### src/rtl/gate_test_sequencer.sv
// Clocked stimulus/check sequencer for small combinational gate datapaths.
// Optional macro GATE_SEQ_STOP_ON_ERR_EN: end the sweep at the first mismatching vector.
module gate_test_sequencer #(
  parameter int N_IN        = 2,
  parameter int HOLD_CYCLES = 10,
  parameter int ERR_W       = 8
) (
  input  logic             clk,
  input  logic             rst_n,
  input  logic             start,
  input  logic [1:0]       op_sel,
  output logic [N_IN-1:0]  dut_in,
  input  logic             dut_out,
  output logic             busy,
  output logic             done,
  output logic             pass,
  output logic [ERR_W-1:0] err_cnt,
  output logic [N_IN-1:0]  vec_idx,
  output logic [1:0]       state_dbg
);

  // Hold counter only ever holds HOLD_CYCLES-1 down to 0.
  localparam int HW = (HOLD_CYCLES > 1) ? $clog2(HOLD_CYCLES) : 1;
  localparam logic [HW-1:0]    HOLD_LOAD = HW'(HOLD_CYCLES - 1);
  localparam logic [N_IN-1:0]  VEC_LAST  = {N_IN{1'b1}};
  localparam logic [ERR_W-1:0] ERR_MAX   = {ERR_W{1'b1}};

  typedef enum logic [1:0] {
    S_IDLE   = 2'd0,
    S_APPLY  = 2'd1,
    S_SAMPLE = 2'd2,
    S_DONE   = 2'd3
  } state_t;

  state_t           state_q, state_n;
  logic [1:0]       op_q, op_n;
  logic [HW-1:0]    hold_q, hold_n;
  logic [N_IN-1:0]  vec_q, vec_n;
  logic [ERR_W-1:0] err_q, err_n, err_upd;
  logic             pass_q, pass_n;
  logic             expected, mismatch;

  always_ff @(posedge clk or negedge rst_n) begin
    if (!rst_n) begin
      state_q <= S_IDLE;
      op_q    <= 2'd0;
      hold_q  <= '0;
      vec_q   <= '0;
      err_q   <= '0;
      pass_q  <= 1'b0;
    end else begin
      state_q <= state_n;
      op_q    <= op_n;
      hold_q  <= hold_n;
      vec_q   <= vec_n;
      err_q   <= err_n;
      pass_q  <= pass_n;
    end
  end

  always_comb begin
    expected = 1'b0;
    case (op_q)
      2'd0:    expected = &vec_q;
      2'd1:    expected = |vec_q;
      2'd2:    expected = ^vec_q;
      default: expected = ~&vec_q;
    endcase
    mismatch = (dut_out != expected);
    // Saturating increment: a stuck output must never wrap the count back to a pass.
    err_upd  = (mismatch && err_q != ERR_MAX) ? err_q + 1'b1 : err_q;
  end

  always_comb begin
    state_n = state_q;
    op_n    = op_q;
    hold_n  = hold_q;
    vec_n   = vec_q;
    err_n   = err_q;
    pass_n  = pass_q;
    case (state_q)
      S_IDLE: begin
        if (start) begin
          op_n    = op_sel;
          err_n   = '0;
          pass_n  = 1'b0;
          vec_n   = '0;
          hold_n  = HOLD_LOAD;
          state_n = S_APPLY;
        end
      end
      S_APPLY: begin
        if (hold_q == '0) state_n = S_SAMPLE;
        else              hold_n  = hold_q - 1'b1;
      end
      S_SAMPLE: begin
        err_n = err_upd;
`ifdef GATE_SEQ_STOP_ON_ERR_EN
        if (mismatch || vec_q == VEC_LAST) begin
`else
        if (vec_q == VEC_LAST) begin
`endif
          // pass is settled on entry to DONE so it is already valid alongside done.
          pass_n  = (err_upd == '0);
          state_n = S_DONE;
        end else begin
          vec_n   = vec_q + 1'b1;
          hold_n  = HOLD_LOAD;
          state_n = S_APPLY;
        end
      end
      default: state_n = S_IDLE;
    endcase
  end

  // The applied vector is the index itself, so it freezes with vec_idx after a sweep.
  assign dut_in    = vec_q;
  assign vec_idx   = vec_q;
  assign busy      = (state_q != S_IDLE);
  assign done      = (state_q == S_DONE);
  assign pass      = pass_q;
  assign err_cnt   = err_q;
  assign state_dbg = state_q;

endmodule

### config.mk
export PLATFORM = sky130hd
export DESIGN_NAME = gate_test_sequencer
export DESIGN_NICKNAME = d
export VERILOG_FILES = /design/src/rtl/gate_test_sequencer.sv
export SDC_FILE = /design/constraint.sdc
export NUM_CORES = 1
export LEC_CHECK = 0
export BUFFER_PORTS_ARGS = -buffer_cell sky130_fd_sc_hd__clkbuf_2
export CAP_MARGIN = 20
export CORE_ASPECT_RATIO = 0.9
export CORE_MARGIN = 5
export CORE_UTILIZATION = 35
export DETAILED_ROUTE_END_ITERATION = 6
export REMOVE_ABC_BUFFERS = 1
export SYNTH_ARGS = -nofsm -noshare
export SYNTH_HDL_FRONTEND = slang
export SYNTH_SLANG_ARGS = --single-unit
export TNS_END_PERCENT = 30
### constraint.sdc
create_clock -name clk -period 5.22 [get_ports clk]
set_input_delay 0 -clock clk [delete_from_list [all_inputs] [get_ports clk]]
set_output_delay 0 -clock clk [all_outputs]
set_load 0.02 [all_outputs]
==> Word level (Yosys, flattened, before mapping) <==
Index checks and enable logic that the tools add are counted.
{ "totals": {"reg_bits": 19, "latch_bits": 0, "ram_bits": 0, "mem_bits_ro": 0, "in_bits": 6, "out_inout_bits": 17, "word_cells": 58, "memories": 0} }
{ "classes": {"add_sub_neg": 3, "multipliers": 0, "div_mod_pow": 0, "order_cmp": 0, "eq_ne": 13, "n_shift": 0, "n_mux": 18, "n_bitwise": 0, "n_reduce_logical": 18} }
{ "ops": {"columns": ["op", "count"], "rows": [
  ["8-bit 2-to-1 mux", 2],
  ["8-bit case mux with 2 select lines", 1],
  ["4-bit 2-to-1 mux", 3],
  ["4-bit case mux with 3 select lines", 1],
  ["2-bit 2-to-1 mux", 5],
  ["2-bit != test, second input constant", 5],
  ["8-bit by 1-bit adder with 8-bit output, second input constant", 1],
  ["2-bit == test, second input constant", 4],
  ["8-bit logical NOT", 1],
  ["8-bit != test, second input constant", 1],
  ["2-bit AND reduction", 4],
  ["2-bit case mux with 3 select lines", 1],
  ["3-bit AND reduction", 2],
  ["2-bit by 1-bit == test with 1-bit output, second input constant", 2],
  ["2-bit logical NOT", 2],
  ["4-bit logical NOT", 1],
  ["2-bit case mux with 2 select lines", 1],
  ["4-bit AND reduction", 1],
  ["2-bit nonzero test", 2],
  ["4-bit by 1-bit subtractor with 4-bit output, second input constant", 1],
  ["1-bit case mux with 3 select lines", 1],
  ["3-bit nonzero test", 1],
  ["2-bit by 1-bit adder with 2-bit output, second input constant", 1],
  ["1-bit 2-to-1 mux", 2],
  ["6 further kinds", 6]
]} }

==> Depth between registers and ports, before layout <==
Gate-level depths: netlist of the first run.
{ "logic_depth": {"depth_word": 9, "ltp_mapped": 8, "depth_no_buf": 8} }

==> Least setup slack after synthesis of the first run <==
OpenSTA, ideal clock, no wires.
{ "synth_timing": {"path_type": "register to register", "start": "register vec_q[0] (netlist: dut_in[0])", "end": "register pass_q (netlist: pass)", "setup_ps": 104, "t_arrival_ps": 2494, "required_ps": 5116, "slack_ps": 2622, "stages_incl_launch_ff": 8, "path_buffers": 0, "synth_period_minus_slack_ps": 2598, "path_cell_list": "dfrtp_1 -> ha_1 -> nor2b_1 -> or4_4 -> and4_4 -> or4_1 -> a221o_1 -> o41ai_2"} }
{ "synth_between": {"elab_chain_len": 9, "elab_cells_between_ends": 14, "cone_classes": "eq/ne: 3; mux: 4; reduce/logical: 7"} }
{ "synth_rtl": {"columns": ["item", "line_no", "text"], "rows": [
  ["start: declaration", "38", "logic [N_IN-1:0] vec_q, vec_n;"],
  ["start signal: assignment", "55", "vec_q <= vec_n;"],
  ["2-bit AND reduction", "64, 67", null],
  ["1-bit logical NOT", "67", "default: expected = ~&vec_q;"],
  ["1-bit case mux with 3 select lines", "63", "case (op_q)"],
  ["1-bit != test", "69", "mismatch = (dut_out != expected);"],
  ["1-bit logical AND", "71", "err_upd = (mismatch && err_q != ERR_MAX) ? err_q + 1'b1 : err_q;"],
  ["8-bit 2-to-1 mux", "71", null],
  ["8-bit logical NOT", "104", "pass_n = (err_upd == '0);"],
  ["1-bit 2-to-1 mux", "101", "if (vec_q == VEC_LAST) begin"],
  ["1-bit case mux with 2 select lines", "81", "case (state_q)"],
  ["end signal: assignment", "57", "pass_q <= pass_n;"],
  ["end: declaration", "40", "logic pass_q, pass_n;"]
]} }
Parallel ways exist; a longest one is shown, timed or not. The select of a mux whose other input is x is not followed.
A chain may end at the register's enable or synchronous reset.

==> Worst setup path after layout of the first run <==
Ends and elaborated chain as after synthesis.

==> impl_table.tex, run 1 <==
\begin{tabular}{lr}
\hline
Metric & Value \\
\hline
\multicolumn{2}{l}{\textbf{Run status}} \\
\quad Status & completed \\
\multicolumn{2}{l}{\textbf{Yosys}} \\
\quad Library cells used by synthesis & 37 \\
\quad Commonest cells in the netlist & sky130\_fd\_sc\_hd\_\_dfrtp\_1, sky130\_fd\_sc\_hd\_\_o21ai\_0, sky130\_fd\_sc\_hd\_\_nand2\_1 \\
\quad Synth Area in Adders & 0.0399 \\
\quad Yosys warnings & 0 \\
\quad Compound-gate portion of the synthesized area & 0.236 \\
\quad Post-synth ARST share & 1.00 \\
\quad Mapped cell area & 1250 sq um \\
\quad Simple-gate area share of the yosys netlist & 0.234 \\
\quad Synth top area cells & sky130\_fd\_sc\_hd\_\_dfrtp\_1, sky130\_fd\_sc\_hd\_\_a22o\_1, sky130\_fd\_sc\_hd\_\_o21ai\_0 \\
\quad Flops \& latches, synth & 19 \\
\quad Top-count cell post-synth & sky130\_fd\_sc\_hd\_\_dfrtp\_1 \\
\quad Portion of netlist area occupied by mux cells & 0.0449 \\
\quad Main combinational cell family by area after synthesis & compound AO/OA/AOI/OAI gates \\
\quad Fraction of the yosys area taken by sequential cells & 0.379 \\
\quad Post-synth EDFFs & 0 \\
\quad Area share of the largest cell type after synthesis & 0.379 \\
\quad Most instantiated flip-flop cell in the synthesis netlist & sky130\_fd\_sc\_hd\_\_dfrtp\_1 \\
\quad Post-synthesis area per instance & 8.96 sq um \\
\quad Post-Synthesis Cells & 140 \\
\quad Xor-xnor portion of the synthesized cell area & 0.00699 \\
\quad Biggest area consumer among synthesized cells & sky130\_fd\_sc\_hd\_\_dfrtp\_1 \\
\multicolumn{2}{l}{\textbf{Die}} \\
\quad Top-level port count & 23 \\
\quad Area of the die & 4880 sq um \\
\quad Initial standard-cell utilization of the core & 0.366 \\
\quad Y dimension of the die & 66.8 um \\
\quad Standard cell core area & 3430 sq um \\
\quad Number of rows created at floorplan & 20 \\
\quad Die outline width & 73.1 um \\
\multicolumn{2}{l}{\textbf{Place}} \\
\quad HPWL reported at the end of detailed placement & 2210 um \\
\quad Quantity of I/O buffers inserted on ports & 22 \\
\quad Placement Cell Area & 1390 sq um \\
\quad Post-placement cell count & 198 \\
\quad Routability congestion estimate & 0.819 \\
\quad Worst-case setup slack after placement & 2.57 ns \\
\multicolumn{2}{l}{\textbf{Worst setup path}} \\
\quad Capturing element type of the critical path & register \\
\quad Critical-path maximum fanout & 7 \\
\quad Cells on worst reg2reg path & 7 \\
\quad WP data arrival & 2.81 ns \\
\quad Setup crit start kind & register \\
\quad Worst Path Required & 5.38 ns \\
\quad Cell breakdown of the critical path & ha\_1 > nor2b\_1 > or4\_4 > and4\_4 > or4\_1 > a221o\_1 > o41ai\_2 \\
\quad Biggest cell delay along the critical path & 0.43 ns \\
\quad CP max-delay cell & sky130\_fd\_sc\_hd\_\_dfrtp\_1 \\
\quad CP Class & register to register \\
\multicolumn{2}{l}{\textbf{Power and ir drop}} \\
\quad Worst vdd rail ir drop & 202 uV \\
\quad Leakage Power & 0.679 nW \\
\quad Power per unit of standard cell area & 433 nW/um\^{}2 \\
\multicolumn{2}{l}{\textbf{Clock network}} \\
\quad H-tree lvl count & 1 \\
\quad Hold buffer count at cts & 3 \\
\quad Post-cts resize count & 0 \\
\quad TritonCTS clock tree & done \\
\quad Number of buffers on the longest clock path & 2 \\
\quad Clock latency on the worst-skew pair & 0.25 ns \\
\quad Number of clock sinks & 19 \\
\quad Clock tree root driver cell & sky130\_fd\_sc\_hd\_\_clkbuf\_8 \\
\quad Clock-pin slew on the worst setup and hold paths & 0.07 ns \\
\quad Number of buffers inserted to repair setup after CTS & 0 \\
\quad CTS Buf Count & 3 \\
\multicolumn{2}{l}{\textbf{Final layout}} \\
\quad Post-Layout Cell Count & 205 \\
\quad Post-route cell area & 1460 sq um \\
\quad Final Net Count & 172 \\
\quad Number of antenna cells inserted & 0 \\
\quad Fraction of layout cells with a size suffix above 1 & 0.224 \\
\quad Count of filler cells inserted in the layout & 338 \\
\quad Layout Utilization & 0.426 \\
\quad Synth-to-Final Area Change & 16.5\% \\
\multicolumn{2}{l}{\textbf{Routing}} \\
\quad DRC errors left & 0 \\
\quad Initial detailed-routing violation count & 138 \\
\quad Count of nets left with antenna violations after detail routing & 0 \\
\quad Routed wire per std cell & 15.0 um \\
\quad Via/cell ratio & 5.67 \\
\quad First-pass DRT Iterations & 4 \\
\quad Post-detailed-routing wire length & 3070 um \\
\quad Overall via count from detail\_route & 1,162 \\
\multicolumn{2}{l}{\textbf{STA}} \\
\quad Final worst path period share & 0.508 \\
\quad Largest clock skew in the final design & 0.00224 ns \\
\quad RSZ-0062 raised after global routing & no \\
\quad Worst Max-Slew Pin Slew & 0.636 ns \\
\quad Final setup vio count & 0 \\
\quad Maximum clock frequency & 377 MHz \\
\quad Number of max-slew violations in the final report & 0 \\
\quad Worst slew margin relative to its limit & 0.576 \\
\quad Tmin final & 2.65 ns \\
\quad Smallest setup slack after layout & 2.57 ns \\
\quad Number of hold-slack violations in the final timing report & 0 \\
\quad Post-Route Setup TNS & 0 ns \\
\multicolumn{2}{l}{\textbf{Global route}} \\
\quad Initial antenna violation count & 0 \\
\quad Maximum number of pins on one net before global-route repair & 21 \\
\quad Wire length of the first global-routing pass & 5090 um \\
\quad Total global routing track utilization & 0.134 \\
\quad Total overflow reported by the global router & 0 \\
\quad Via count of the first global-routing pass & 1,079 \\
\multicolumn{2}{l}{\textbf{Hold path}} \\
\quad Classification of the worst-slack hold path & input pin to register \\
\quad Instance count along the most critical hold path & 3 \\
\multicolumn{2}{l}{\textbf{Run}} \\
\quad Number of max-cap violations & 0 \\
\hline
\end{tabular}
==> cells in the final DEF (no fill, tap or decap), types with 2 or more instances in the layout <==
master,synthesis,routed
sky130_fd_sc_hd__dfrtp_1,19,19
sky130_fd_sc_hd__clkbuf_2,0,22
sky130_fd_sc_hd__a21o_1,2,2
sky130_fd_sc_hd__a22o_1,10,10
sky130_fd_sc_hd__nor2_1,7,7
sky130_fd_sc_hd__ha_1,4,4
sky130_fd_sc_hd__nand2_1,11,11
sky130_fd_sc_hd__o41ai_1,2,2
sky130_fd_sc_hd__nand3_1,6,6
sky130_fd_sc_hd__nor2b_1,3,3
sky130_fd_sc_hd__nand4_1,2,2
sky130_fd_sc_hd__inv_1,9,9
sky130_fd_sc_hd__nor3_1,4,4
sky130_fd_sc_hd__or4_1,2,2
sky130_fd_sc_hd__and3_1,2,2
sky130_fd_sc_hd__o31ai_1,3,3
sky130_fd_sc_hd__clkbuf_8,0,3
sky130_fd_sc_hd__mux2_2,5,5
sky130_fd_sc_hd__dlygate4sd3_1,0,3
sky130_fd_sc_hd__a21oi_1,3,3
sky130_fd_sc_hd__o21ai_0,14,14
sky130_fd_sc_hd__nand2b_1,5,5
sky130_fd_sc_hd__and2_1,2,2
sky130_fd_sc_hd__nand4b_1,2,2
==> sequential cells by signal, summed over array words and instances, names as in the netlist <==
name / flops
dut_in: 2
err_cnt: 8
hold_q: 4
op_q: 2
pass: 1
state_dbg: 2
==> critical path, delay by kind of cell (launching register included) <==
family	cells	cell delay, ns
AOI/OAI and AO/OA	2	0.65
DFF	1	0.43
and+or+nand+nor	4	1.18
adders and majority gates	1	0.29
==> power by group <==
group          internal [W]  switching [W]  total [W]
Clock             0.0000543      0.0000500   0.000104
Combinational      0.000122       0.000164   0.000286
Sequential         0.000184      0.0000582   0.000242
Total              0.000360       0.000272   0.000632
==> layer usage <==
| metal | wire, um | vias to the layer above | track usage |
|---|---|---|---|
| li1 | - | 561 | - |
| met1 | 1440 | 572 | 0.177 |
| met2 | 1480 | 27 | 0.219 |
| met3 | 138 | 2 | 0.0271 |
| met4 | 12 | 0 | 0.0415 |
| met5 | 0 | - | 0 |
==> final timing paths <==
| path | from | end | slack (ns) |
|---|---|---|---|
| min in group asynchronous | rst_n | err_cnt[4]$_DFFE_PN0P_ | 0.26 |
| worst max register to register | dut_in[0]$_DFFE_PN0P_ | pass$_DFFE_PN0P_ | 2.57 |
| max in group asynchronous | rst_n | hold_q[3]$_DFFE_PN0P_ | 4.61 |
| worst min register to register | hold_q[0]$_DFFE_PN0P_ | hold_q[0]$_DFFE_PN0P_ | 0.52 |
| worst max-delay path | dut_in[0]$_DFFE_PN0P_ | pass$_DFFE_PN0P_ | 2.57 |
| worst min-delay path | start | op_q[0]$_DFFE_PN0P_ | 0.14 |
==> logic make-up after synthesis <==
logic type | Yosys count
muxes | 5
and+or+nand+nor | 52
DFF | 19
AOI/OAI and AO/OA | 41
buffers and inverters | 18
xor gates and xnor gates | 1
adders and majority gates | 4
==> per-stage QoR <==
step / hold WS [ns] / power (W)
2_1_floorplan: -0.296 / 0.000441
3_3_place_gp: -0.0143 / 0.000519
3_5_place_dp: -0.00308 / 0.000530
4_1_cts: 0.134 / 0.000638
5_1_grt: 0.145 / 0.000685
6_report: 0.137 / 0.000632
==> layout make-up <==
type                    instances  area [sq um]  share of cell area
flip-flops and latches         19           475               0.326
well taps                      44          55.1              0.0377
clock buffers                   4          45.0              0.0308
repair buffers                 26           148               0.101
multi-input cells             103           703               0.482
inverters                       9          33.8              0.0231
Note: power is estimated with default switching activity, not from simulation.
==> run 2, diff against run 1 <==
- clock period: 5.22 -> 2.5 ns (I/O delays scaled with it)
==> run 2 against run 1 <==
Compared with the run above:
- sequential power is 110% higher
- register-to-register slack got worse by 2.5 ns
- total power rose by 120%
- clock-buffer cell count down 1
- die area is the same
- largest cell class unchanged
- largest power group unchanged
==> impl_table.tex, run 2 (synthesized netlist as in run 1, its figures left out) <==
\begin{tabular}{lr}
\hline
Metric & Value \\
\hline
\multicolumn{2}{l}{\textbf{Power and ir drop}} \\
\quad Power consumption & 0.00138 W \\
\quad Clk network pwr share & 0.162 \\
\quad Net Sw Frac & 0.426 \\
\quad Sw Pwr & 0.000586 W \\
\quad Internal power of the cells & 0.000790 W \\
\quad Combinational cell fraction of total power & 0.473 \\
\quad Leakage Power & 0.708 nW \\
\quad Worst vdd rail ir drop & 411 uV \\
\quad Power per unit of standard cell area & 916 nW/um\^{}2 \\
\quad Power share of the sequential group & 0.365 \\
\multicolumn{2}{l}{\textbf{Worst setup path}} \\
\quad CP Class & register to register \\
\quad Cell breakdown of the critical path & inv\_1 > ha\_2 > nor2b\_4 > or4\_4 > and4\_4 > or4\_1 > a221o\_1 > o41ai\_2 \\
\quad Setup crit start kind & register \\
\quad Capturing element type of the critical path & register \\
\quad Critical-path maximum fanout & 3 \\
\quad Biggest cell delay along the critical path & 0.48 ns \\
\quad CP max-delay cell & sky130\_fd\_sc\_hd\_\_or4\_4 \\
\quad Worst Path Required & 2.67 ns \\
\quad WP data arrival & 2.59 ns \\
\multicolumn{2}{l}{\textbf{Die}} \\
\quad Area of the die & 4880 sq um \\
\quad Y dimension of the die & 66.8 um \\
\quad Top-level port count & 23 \\
\quad Number of rows created at floorplan & 20 \\
\quad Initial standard-cell utilization of the core & 0.366 \\
\quad Standard cell core area & 3430 sq um \\
\quad Die outline width & 73.1 um \\
\multicolumn{2}{l}{\textbf{Final layout}} \\
\quad Number of antenna cells inserted & 0 \\
\quad Post-Layout Cell Count & 210 \\
\quad Final Net Count & 177 \\
\quad Register cell area after layout & 475 sq um \\
\quad Fraction of layout cells with a size suffix above 1 & 0.259 \\
\quad Commonest cells after routing, fill and taps aside & sky130\_fd\_sc\_hd\_\_clkbuf\_2, sky130\_fd\_sc\_hd\_\_dfrtp\_1, sky130\_fd\_sc\_hd\_\_o21ai\_0 \\
\quad Total area of multi-input combinational cells & 706 sq um \\
\quad Max FFs per register & 8 \\
\quad Most frequent standard cell in the layout excluding fill and tap cells & sky130\_fd\_sc\_hd\_\_clkbuf\_2 \\
\quad Count of filler cells inserted in the layout & 331 \\
\quad Synth-to-Final Area Change & 19.8\% \\
\multicolumn{2}{l}{\textbf{STA}} \\
\quad Worst slew margin relative to its limit & 0.424 \\
\quad RSZ-0062 raised after global routing & no \\
\quad Hold slack final & 0.132 ns \\
\quad Largest clock skew in the final design & 0.00740 ns \\
\quad Worst Max-Slew Pin Slew & 0.855 ns \\
\quad Tmin final & 2.43 ns \\
\quad Final worst path period share & 0.972 \\
\quad Final setup vio count & 0 \\
\quad Number of hold-slack violations in the final timing report & 0 \\
\quad Number of max-slew violations in the final report & 0 \\
\quad Maximum clock frequency & 412 MHz \\
\multicolumn{2}{l}{\textbf{Routing}} \\
\quad First-pass DRT Iterations & 4 \\
\quad Routed wire per std cell & 14.7 um \\
\quad Count of nets left with antenna violations after detail routing & 0 \\
\quad Initial detailed-routing violation count & 81 \\
\quad DRC errors left & 0 \\
\quad Post-detailed-routing wire length & 3090 um \\
\quad Via/cell ratio & 5.60 \\
\quad Overall via count from detail\_route & 1,176 \\
\multicolumn{2}{l}{\textbf{Clock network}} \\
\quad Clock tree root driver cell & sky130\_fd\_sc\_hd\_\_clkbuf\_8 \\
\quad TritonCTS clock tree & done \\
\quad Number of buffers on the longest clock path & 2 \\
\quad Clock-pin slew on the worst setup and hold paths & 0.08 ns \\
\quad H-tree lvl count & 1 \\
\quad Number of clock sinks & 19 \\
\quad CTS Buf Count & 3 \\
\quad Clock latency on the worst-skew pair & 0.26 ns \\
\quad Number of buffers inserted to repair setup after CTS & 0 \\
\multicolumn{2}{l}{\textbf{Global route}} \\
\quad Via count of the first global-routing pass & 1,136 \\
\quad Initial antenna violation count & 0 \\
\quad Wire length of the first global-routing pass & 5210 um \\
\quad Total global routing track utilization & 0.139 \\
\quad Total overflow reported by the global router & 0 \\
\quad Maximum number of pins on one net before global-route repair & 21 \\
\multicolumn{2}{l}{\textbf{Run}} \\
\quad Number of max-cap violations & 0 \\
\multicolumn{2}{l}{\textbf{Hold path}} \\
\quad Classification of the worst-slack hold path & input pin to register \\
\multicolumn{2}{l}{\textbf{Place}} \\
\quad Post-placement cell count & 203 \\
\quad Quantity of I/O buffers inserted on ports & 22 \\
\quad Routability congestion estimate & 0.817 \\
\quad HPWL reported at the end of detailed placement & 2220 um \\
\multicolumn{2}{l}{\textbf{Run status}} \\
\quad Status & completed \\
\hline
\end{tabular}
## run 2: changes by cell type in the layout (fill, tap and decap cells not counted)
cell and change:
sky130_fd_sc_hd__buf_4 +5, sky130_fd_sc_hd__ha_1 -1, sky130_fd_sc_hd__clkinv_2 +1, sky130_fd_sc_hd__clkbuf_1 -1
sky130_fd_sc_hd__ha_2 +1
## run 2: per-stage QoR
step / area (sq um) / util / TNS (ns) / worst slack [ns]
2_1_floorplan: 1210 / - / -0.197 / -0.197
3_3_place_gp: 1420 / 0.415 / 0 / 0.0565
3_5_place_dp: 1420 / 0.415 / -0.0310 / -0.0310
4_1_cts: 1500 / 0.438 / 0 / 0.0627
5_1_grt: 1500 / 0.438 / 0 / 0.0171
6_report: 1500 / 0.438 / 0 / 0.0707
## run 2: worst paths after layout
path                                             from                        to  slack [ns]  cells after the start
worst min register to register  hold_q[0]$_DFFE_PN0P_     hold_q[0]$_DFFE_PN0P_        0.52                      1
worst max-delay path            dut_in[0]$_DFFE_PN0P_          pass$_DFFE_PN0P_        0.07                      8
min in group asynchronous                       rst_n    err_cnt[4]$_DFFE_PN0P_        0.23                      2
worst min-delay path                            start       op_q[1]$_DFFE_PN0P_        0.13                      3
worst max register to register  dut_in[0]$_DFFE_PN0P_          pass$_DFFE_PN0P_        0.07                      8
max in group asynchronous                       rst_n  state_dbg[0]$_DFFE_PN0P_        1.93                      2
## run 2: final cells by class
class,count,share of cell area
Clock buffer,3,0.0275
Sequential cell,19,0.317
Multi-Input combinational cell,103,0.470
Clock inverter,1,0.00333
Tap cell,44,0.0367
Timing Repair Buffer,31,0.123
Inverter,9,0.0225
## run 2: power groups by stage
stage / Sequential (W) / Clock, W / Combinational, W
after floorplan: 0.000523 / 0 / 0.000397
after global placement: 0.000504 / 0 / 0.000625
after detailed placement: 0.000505 / 0 / 0.000644
after CTS: 0.000501 / 0.000234 / 0.000652
after global routing: 0.000514 / 0.000243 / 0.000723
final: 0.000501 / 0.000223 / 0.000651
## run 2: repair_timing
item,4_1_cts,5_1_grt
endpoints found under the setup margin,1,0
resized for setup,1,0
endpoints found under the hold margin,21,0
hold buffers,3,0
## run 2: worst max-delay path, delay by kind of cell (launching register included)
kind	cells	cell delay [ns]
buffers and inverters	1	0.09
adders and majority gates	1	0.19
DFF	1	0.40
and+or+nand+nor	4	1.09
AOI/OAI and AO/OA	2	0.56
## run 2: routing by layer
metal,wire length (um),GRT usage,vias to the layer above
met3,183,0.0392,7
met2,1470,0.228,38
met4,70,0.0645,0
li1,-,-,568
met5,0,0,-
met1,1370,0.168,563
